--- config.mk ---
export PLATFORM = sky130hd
export DESIGN_NAME = pipe_stage_reg
export DESIGN_NICKNAME = d
export VERILOG_FILES = /design/src/rtl/pipe_pkg.sv /design/src/rtl/pipe_stage_reg_sat_counter.sv /design/src/rtl/pipe_stage_reg.sv
export SDC_FILE = /design/constraint.sdc
export NUM_CORES = 1
export LEC_CHECK = 0
export CORE_ASPECT_RATIO = 0.9
export CORE_MARGIN = 3
export CORE_UTILIZATION = 47
export CTS_CLUSTER_DIAMETER = 120
export CTS_CLUSTER_SIZE = 25
export DETAILED_ROUTE_END_ITERATION = 8
export GPL_ROUTABILITY_DRIVEN = 0
export MAX_ROUTING_LAYER = met4
export PLACE_DENSITY = 0.72
export SYNTH_ARGS = -nofsm -noshare
export SYNTH_HDL_FRONTEND = slang
export SYNTH_SLANG_ARGS = --single-unit
--- constraint.sdc ---
create_clock -name clk -period 11.98 [get_ports clk]
set_input_delay 2.396 -clock clk [delete_from_list [all_inputs] [get_ports clk]]
set_output_delay 2.396 -clock clk [all_outputs]
set_load 0.02 [all_outputs]
--- src/rtl/pipe_pkg.sv ---
// rtl/pipe_pkg.sv - shared types and constants for inter-stage pipeline registers
package pipe_pkg;

    // Stage occupancy state; encoding doubles as the held-entry count.
    typedef enum logic [1:0] {
        ST_EMPTY = 2'b00,
        ST_ONE   = 2'b01,
        ST_TWO   = 2'b10
    } state_e;

    // Default bundle widths for the EX/MEM boundary.
    localparam int CTRL_W_EM = 4;
    localparam int DATA_W_EM = 101;

    // EX/MEM control bundle: {RegWrite, ResultSrc[1:0], MemWrite}
    localparam int EM_MEMWRITE_BIT   = 0;
    localparam int EM_RESULTSRC_LSB  = 1;
    localparam int EM_RESULTSRC_W    = 2;
    localparam int EM_REGWRITE_BIT   = 3;

    // EX/MEM data bundle: {ALUResult, WriteData, Rd, PCPlus4}
    localparam int EM_XLEN           = 32;
    localparam int EM_RD_W           = 5;
    localparam int EM_PCPLUS4_LSB    = 0;
    localparam int EM_RD_LSB         = EM_PCPLUS4_LSB + EM_XLEN;
    localparam int EM_WDATA_LSB      = EM_RD_LSB + EM_RD_W;
    localparam int EM_ALU_LSB        = EM_WDATA_LSB + EM_XLEN;

    // Build an EX/MEM control bundle from its named fields.
    function automatic logic [CTRL_W_EM-1:0] pack_exmem_ctrl(
        input logic       reg_write,
        input logic [1:0] result_src,
        input logic       mem_write
    );
        return {reg_write, result_src, mem_write};
    endfunction

    // Build an EX/MEM data bundle from its named fields.
    function automatic logic [DATA_W_EM-1:0] pack_exmem_data(
        input logic [EM_XLEN-1:0] alu_result,
        input logic [EM_XLEN-1:0] write_data,
        input logic [EM_RD_W-1:0] rd,
        input logic [EM_XLEN-1:0] pc_plus4
    );
        return {alu_result, write_data, rd, pc_plus4};
    endfunction

endpackage

--- src/rtl/pipe_stage_reg_sat_counter.sv ---
// rtl/pipe_stage_reg_sat_counter.sv - saturating up-counter with synchronous clear
module sat_counter #(
    parameter int W = 16
) (
    input  logic         clk,
    input  logic         rst,
    input  logic         inc,
    input  logic         clr,
    output logic [W-1:0] q
);

    logic [W-1:0] r_q;

    // Clear beats increment; the count sticks at all-ones instead of wrapping.
    always_ff @(posedge clk or posedge rst) begin
        if (rst) begin
            r_q <= '0;
        end else if (clr) begin
            r_q <= '0;
        end else if (inc && (r_q != {W{1'b1}})) begin
            r_q <= r_q + W'(1);
        end
    end

    assign q = r_q;

endmodule

--- src/rtl/pipe_stage_reg.sv ---
// rtl/pipe_stage_reg.sv - valid/ready pipeline register with 2-entry skid buffer, flush and stall counter
module pipe_stage_reg
    import pipe_pkg::*;
#(
    parameter int CTRL_W            = CTRL_W_EM,
    parameter int DATA_W            = DATA_W_EM,
    parameter bit FLUSH_CLEARS_DATA = 1'b0,
    parameter int CNT_W             = 16
) (
    input  logic              clk,
    input  logic              rst,
    input  logic              flush,
    input  logic              in_valid,
    output logic              in_ready,
    input  logic [CTRL_W-1:0] in_ctrl,
    input  logic [DATA_W-1:0] in_data,
    output logic              out_valid,
    input  logic              out_ready,
    output logic [CTRL_W-1:0] out_ctrl,
    output logic [DATA_W-1:0] out_data,
    output logic [1:0]        occupancy,
    output logic [CNT_W-1:0]  stall_cnt,
    input  logic              stall_clr
);

    state_e             r_state;
    state_e             w_next_state;
    logic               r_in_ready;
    logic [CTRL_W-1:0]  r_main_ctrl;
    logic [DATA_W-1:0]  r_main_data;
    logic [CTRL_W-1:0]  r_skid_ctrl;
    logic [DATA_W-1:0]  r_skid_data;

    logic               w_out_valid;
    logic               w_in_fire;
    logic               w_out_fire;
    logic               w_load_main_in;
    logic               w_load_main_skid;
    logic               w_load_skid;
    logic               w_stall_inc;

    assign w_out_valid = (r_state != ST_EMPTY);
    assign w_in_fire   = in_valid && r_in_ready;
    assign w_out_fire  = w_out_valid && out_ready;

    // State register; reset lands in EMPTY.
    always_ff @(posedge clk or posedge rst) begin
        if (rst) begin
            r_state <= ST_EMPTY;
        end else begin
            r_state <= w_next_state;
        end
    end

    // Next-state and entry-load decode; flush overrides every handshake.
    always_comb begin
        w_next_state     = r_state;
        w_load_main_in   = 1'b0;
        w_load_main_skid = 1'b0;
        w_load_skid      = 1'b0;
        unique case (r_state)
            ST_EMPTY: begin
                if (w_in_fire) begin
                    w_next_state   = ST_ONE;
                    w_load_main_in = 1'b1;
                end
            end
            ST_ONE: begin
                if (w_in_fire && w_out_fire) begin
                    w_load_main_in = 1'b1;
                end else if (w_in_fire) begin
                    w_next_state = ST_TWO;
                    w_load_skid  = 1'b1;
                end else if (w_out_fire) begin
                    w_next_state = ST_EMPTY;
                end
            end
            ST_TWO: begin
                // in_ready is low here, so only the output side can move.
                if (w_out_fire) begin
                    w_next_state     = ST_ONE;
                    w_load_main_skid = 1'b1;
                end
            end
            default: begin
                w_next_state = ST_EMPTY;
            end
        endcase
        if (flush) begin
            w_next_state     = ST_EMPTY;
            w_load_main_in   = 1'b0;
            w_load_main_skid = 1'b0;
            w_load_skid      = 1'b0;
        end
    end

    // in_ready is a flop fed from next state, so out_ready never reaches it combinationally.
    always_ff @(posedge clk or posedge rst) begin
        if (rst) begin
            r_in_ready <= 1'b1;
        end else begin
            r_in_ready <= (w_next_state != ST_TWO);
        end
    end

    // Main entry: loads from input or promotes skid; flush turns it into a bubble.
    always_ff @(posedge clk or posedge rst) begin
        if (rst) begin
            r_main_ctrl <= '0;
            r_main_data <= '0;
        end else if (flush) begin
            r_main_ctrl <= '0;
            if (FLUSH_CLEARS_DATA) begin
                r_main_data <= '0;
            end
        end else if (w_load_main_in) begin
            r_main_ctrl <= in_ctrl;
            r_main_data <= in_data;
        end else if (w_load_main_skid) begin
            r_main_ctrl <= r_skid_ctrl;
            r_main_data <= r_skid_data;
        end
    end

    // Skid entry: catches the input that arrives while the main entry is stalled.
    always_ff @(posedge clk or posedge rst) begin
        if (rst) begin
            r_skid_ctrl <= '0;
            r_skid_data <= '0;
        end else if (flush) begin
            r_skid_ctrl <= '0;
            if (FLUSH_CLEARS_DATA) begin
                r_skid_data <= '0;
            end
        end else if (w_load_skid) begin
            r_skid_ctrl <= in_ctrl;
            r_skid_data <= in_data;
        end
    end

    // A stall cycle is a held valid output that downstream refuses, outside a flush.
    assign w_stall_inc = w_out_valid && !out_ready && !flush;

    sat_counter #(
        .W (CNT_W)
    ) u_stall_cnt (
        .clk (clk),
        .rst (rst),
        .inc (w_stall_inc),
        .clr (stall_clr),
        .q   (stall_cnt)
    );

    assign in_ready  = r_in_ready;
    assign out_valid = w_out_valid;
    // Bubbles carry zero control so downstream enables need no separate valid gate.
    assign out_ctrl  = w_out_valid ? r_main_ctrl : '0;
    assign out_data  = r_main_data;
    assign occupancy = r_state;

endmodule
==> flow_summary.toml <==
[global_routing]
grt_max_degree = 146
grt_overflow = 0
grt_pass1_wl_mm = 36.98
grt_usage_pct = 20.01
antenna_found_initial = 0
grt_pass1_vias = 6745

[critical_path]
crit_path_top_delay_cell = "and2b_4"
path_delay_family = "simple AND/OR/NAND/NOR gates"
critical_path_class = "in2reg"
cp_data_arrival_time_ps = 5800
max_stage_delay_ps = 950
cp-start-kind = "input port"
rrSetupSlack_ps = 8420
critPathRequiredTime_ps = 12340
crit_path_end_kind = "flip-flop"
r2r-end = "r_skid_data[63]"
crit_buf_inv = 2
reg2reg_depth = 5
critPathMaxFanout = 52
r2r-start = "in_ready"
critical_path.cell_chain = "clkdlybuf4s50_1 > nor2b_4 > nor2b_1 > and2b_4 > buf_4 > mux2_4"

[cts]
cts_setup_buffers = 0
clockBufferDepth = 3
cts_resized = 0
clock_latency_ps = 480
cts.clk_slew.worst_paths_ps = 100
root_buffer = "clkbuf_16"
clock-sinks = 229
htree_levels = 1
numCtsBuffers = 13
cts_tree = "built"
cts_hold_buf = 0

[sta]
worst_slew_pin_slew_ps = 1086
clock_skew_ps = 27.51
fin_crit_ps = 5443
max_slew_margin_pct = 27.62
fmax_mhz = 183.7
timing.hold.ws_ps = 480.6
period_share_pct = 45.44
fin_tns_setup_ps = 0
finalWorstSetupSlack_ps = 6537
rsz0062_at_grt = "no"
setup_viol = 0
final-hold-violation-count = 0
final_max_slew_viol_count = 0

[drt]
first_pass_iters = 5
wl_met2_mm = 10.61
routed.top_layer = "met4"
wl_mm = 23.09
wl_met1_mm = 11.02
drtAntennaViolNets = 0
wire_per_inst_um = 19.21
routed-via-count = 6550
vias_per_cell = 5.449
drtIter0Drc = 287
drc = 0
met3_length_mm = 1.179

[yosys]
seq_area_frac_synth_pct = 57.04
synth_area_mm2 = 0.01005
synthFlopType = "dfrtp_1"
syn_nets = 823
avgSynthCellArea_um2 = 14.13
synthArstFlopShare_pct = 100.0
ys_types = 48
synth_edf_count = 0
synthCells = 711
ys_warn_count = 0
ys_ff_latch = 229

[power_and_ir_drop]
powerDensity_mw_per_mm2 = 164.1
pwr-share-seq_pct = 50.4
power.switching_uw = 598.8
p_comb_share_pct = 27.8
p_sw_share_pct = 28.38
clock_power_share_pct = 21.8
p_int_uw = 1511
power_uw = 2110
vdd_drop_max_mv = 0.1031
p_leak_uw = 0.006056

[place]
place_ws_ps = 6067
hpwl_mm = 14.61
port-buffer-count = 235

[run_status]
status = "finished clean"

[cells_and_area]
drive_above_1_share_pct = 14.85
nNetsFinal = 1026
final_cell_mix = "235 x clkdlybuf4s50_1, 228 x dfrtp_1, 102 x a21o_1"
diodes = 0
finish.utilization_pct = 61.53
area_growth_pct = 27.95
mostFrequentLayoutCell = "clkdlybuf4s50_1"

[worst_hold_path]
worstHoldStart = "out_data[26]"
whs_endpoint = "out_data[26]"
hp-class = "reg2reg"
whs_path_depth = 1

[floorplanning]
core_area_mm2 = 0.02090
initial_core_util_pct = 48.09
ios = 236
dieArea_mm2 = 0.02317
die_x_um = 160.1
rows = 50
die_h_um = 144.7

[run]
max_cap_violations = 0
==> metal layers <==
metal,GRT usage [%],vias to the layer above
met1,28.77,3329
met2,30.68,167
met5,-,-
met4,3.470,0
met3,3.386,23
li1,-,3031
==> state kept, by name (all words and copies together), names as in the netlist <==
signal         flops
in_ready           1
occupancy          2
out_data         101
r_main_ctrl        4
r_skid_ctrl        4
r_skid_data      101
u_stall_cnt.q     16
==> synth_stat cells, drive strengths merged, types with 6 or more instances <==
master | n | area share [%]
dfrtp | 228 | 57
mux2 | 104 | 15
a21o | 102 | 7.6
a22o | 101 | 8.8
buf | 34 | 2.7
clkbuf | 19 | 0.71
nor2 | 16 | 0.60
a21oi | 10 | 0.50
mux2i | 9 | 0.90
nand2 | 8 | 0.30
nand3 | 7 | 0.35
or4 | 7 | 0.52
nor3 | 6 | 0.30
o31ai | 6 | 0.45
==> cell type report <==
cell class,instances,area [µm²]
well taps,286,357.8
inverters,5,26.28
clock inverters,1,30.03
fillers,1652,8038
clock buffers,16,336.6
multi-input cells,424,3978
flip-flops and latches,229,5732
repair buffers,241,2397
==> worst max path at each step <==
| stage | from | to | slack (ps) | depth (start not counted) |
|---|---|---|---|---|
| CTS | out_ready | r_skid_data[63] | 6540 | 6 |
| detailed placement | out_ready | r_skid_data[68] | 6070 | 6 |
| global placement | out_ready | r_skid_data[61] | 6110 | 6 |
| floorplan | rst | occupancy[0] | 3310 | 1 |
| global route | out_ready | r_skid_data[69] | 6400 | 6 |
| finish | out_ready | r_skid_data[63] | 6540 | 6 |
==> stage by stage <==
step / instance area (µm²) / std cells
floorplan: 10050 / 711
global placement: 12490 / 1185
detailed placement: 12490 / 1185
CTS: 12860 / 1202
global route: 12860 / 1202
finish: 12860 / 1202
==> worst reg2reg max path, stage by stage, from the launching register on <==
cell and delay [ps]:
dfstp_2 560, nand3b_1 150, nor2b_1 470, and2b_4 950, buf_4 920, mux2_4 400
==> power by group through the flow <==
stage	logic [µW]	registers [µW]	clock network, µW
floorplan	269	1140	0
global placement	578	1070	0
detailed placement	590	1070	0
CTS	593	1060	476
global route	624	1090	504
finish	587	1060	459
==> kinds of logic (layout without fill, tap and decap cells) <==
kind of cell               Yosys count  count (layout)  share of synthesized area, %
AOI/OAI and AO/OA                  231             231                         18.24
DFF                                229             229                         57.04
muxes                              113             113                         15.95
and+or+nand+nor                     78              78                         4.956
buffers and inverters               58             263                         3.599
adders and majority gates            1               1                        0.1245
xor gates and xnor gates             1               1                       0.08718
Power figures use the tool's default switching activity.
==> edit (config.mk and constraints unchanged) <==
Register the output `stall_cnt`, cleared by the reset; this adds one clock of latency there. The other outputs are not delayed to match.
--- a/src/rtl/pipe_stage_reg.sv
+++ b/src/rtl/pipe_stage_reg.sv
@@ -22,6 +22,8 @@
     output logic [CNT_W-1:0]  stall_cnt,
     input  logic              stall_clr
 );
+
+    logic [CNT_W-1:0] stall_cnt_d;
 
     state_e             r_state;
     state_e             w_next_state;
@@ -148,7 +150,7 @@
         .rst (rst),
         .inc (w_stall_inc),
         .clr (stall_clr),
-        .q   (stall_cnt)
+        .q   (stall_cnt_d)
     );
 
     assign in_ready  = r_in_ready;
@@ -158,4 +160,12 @@
     assign out_data  = r_main_data;
     assign occupancy = r_state;
 
+    always_ff @(posedge clk or posedge rst) begin
+        if (rst) begin
+            stall_cnt <= '0;
+        end else begin
+            stall_cnt <= stall_cnt_d;
+        end
+    end
+
 endmodule
Function: changed (a bounded check fails within 4 cycles, from zero or initial values and one cycle with rst high).
==> edit against the unedited design <==
Critical path depth rose by 1; largest cell class unchanged; worst hold slack got worse by 0.037 ns; worst setup slack got worse by 0.18 ns; wire length rose by 1.8%; final area rose by 2.9%; synthesized area rose by 4.6%; highest routed layer unchanged; sequential cell count rose by 16; total power rose by 2.4%.
==> edit: results (changes against the unedited design) <==
Logic synthesis
  • Post-synthesis compound-gate area fraction: 17.71% (was 18.24%)
  • Xor and xnor fraction of the mapped netlist area: 0.08331% (was 0.08716%)
  • Synth Instances: 729 (was 711)
  • Post-Synth Adder-Cell Area: 0.1190% (was 0.1245%)
  • Seq/Total Area, Yosys: 58.33% (was 57.04%)
  • Netlist cell types: 47 (was 48)
  • Synthesized Nets: 841 (was 823)
  • Area contributors post-synth: dfrtp_1, mux2_4, a22o_1 (unchanged)

Power
  • P per Cell Area: 163.3 mW/mm^2 (was 164.1 mW/mm^2)
  • Worst VDD drop: 86.22 uV (was 103.1 uV)
  • Power Internal: 1.562 mW (was 1.511 mW)

Detailed routing
  • Initial DRC count: 446 (was 287)
  • Routed wire per std cell: 19.14 um (was 19.21 um)
  • Vias: 6813 (was 6550)

GRT
  • Vias in the first global route: 6709 (was 6745)
  • Total track usage: 19.88% (was 20.01%)

Place
  • DP Area: 0.01289 mm^2 (was 0.01249 mm^2)
  • Hpwl dp: 14750 um (was 14610 um)
  • Dpl ws: 5.808 ns (was 6.067 ns)

Critical path
  • Largest fanout on the critical path: 46 (was 52)
  • Reg2reg end: r_skid_data[23]$_DFFE_PP0P_ (was r_skid_data[63]$_DFFE_PP0P_)
  • Worst path slowest cell: buf_4 (was and2b_4)
  • Delay-heaviest family, CP: buffers and inverters (was simple AND/OR/NAND/NOR gates)
  • Worst-case reg-to-reg path depth: 6 (was 5)
  • Arrival time worst endpoint: 5.98 ns (was 5.80 ns)

Min path
  • Hold Path Stages: 0 (was 1)
  • Hold wc startpoint: u_stall_cnt.q[1]$_DFFE_PP0P_ (was out_data[26]$_DFFE_PP0P_)

STA
  • Hold WS: 0.4439 ns (was 0.4806 ns)
  • Slew headroom: 22.98% (was 27.62%)
  • Final Worst Setup Slack: 6.354 ns (was 6.537 ns)
  • Setup Skew: 0.007069 ns (was 0.02751 ns)

Cells and area
  • Ratio of cells with drive above 1 in the final layout: 14.41% (was 14.85%)
  • Layout area overhead: 25.87% (was 27.95%)
  • Final Net Count: 1047 (was 1026)

Outcome
  • Status: finished, final reports clean (unchanged)
-- edit: cell types whose count changed after synthesis, sizes merged, moves of 2 or more --
| cell | delta |
|---|---|
| o21bai | -2 |
| o21ai | +2 |
| clkbuf | -4 |
| nand4b | +2 |
| dfrtp | +16 |
| a31oi | +2 |
| mux2 | -2 |
| nand3b | -2 |
| and4 | +3 |
| nand2 | +5 |
| nand3 | -4 |
| buf | +4 |
-- edit: metal layers --
metal	vias up	routed length [um]	track usage [%]
met3	21	1843	4.679
met4	0	305	3.510
met2	205	10380	28.11
li1	3109	-	-
met5	-	0	-
met1	3478	10980	29.74
-- edit: area by class of cell --
| class | count | share of cell area [%] |
|---|---|---|
| multi-input cells | 427 | 29.85 |
| clock buffers | 16 | 2.543 |
| inverters | 4 | 0.1702 |
| repair buffers | 244 | 18.29 |
| flip-flops and latches | 245 | 46.34 |
| well taps | 291 | 2.752 |
| clock inverters | 1 | 0.05673 |
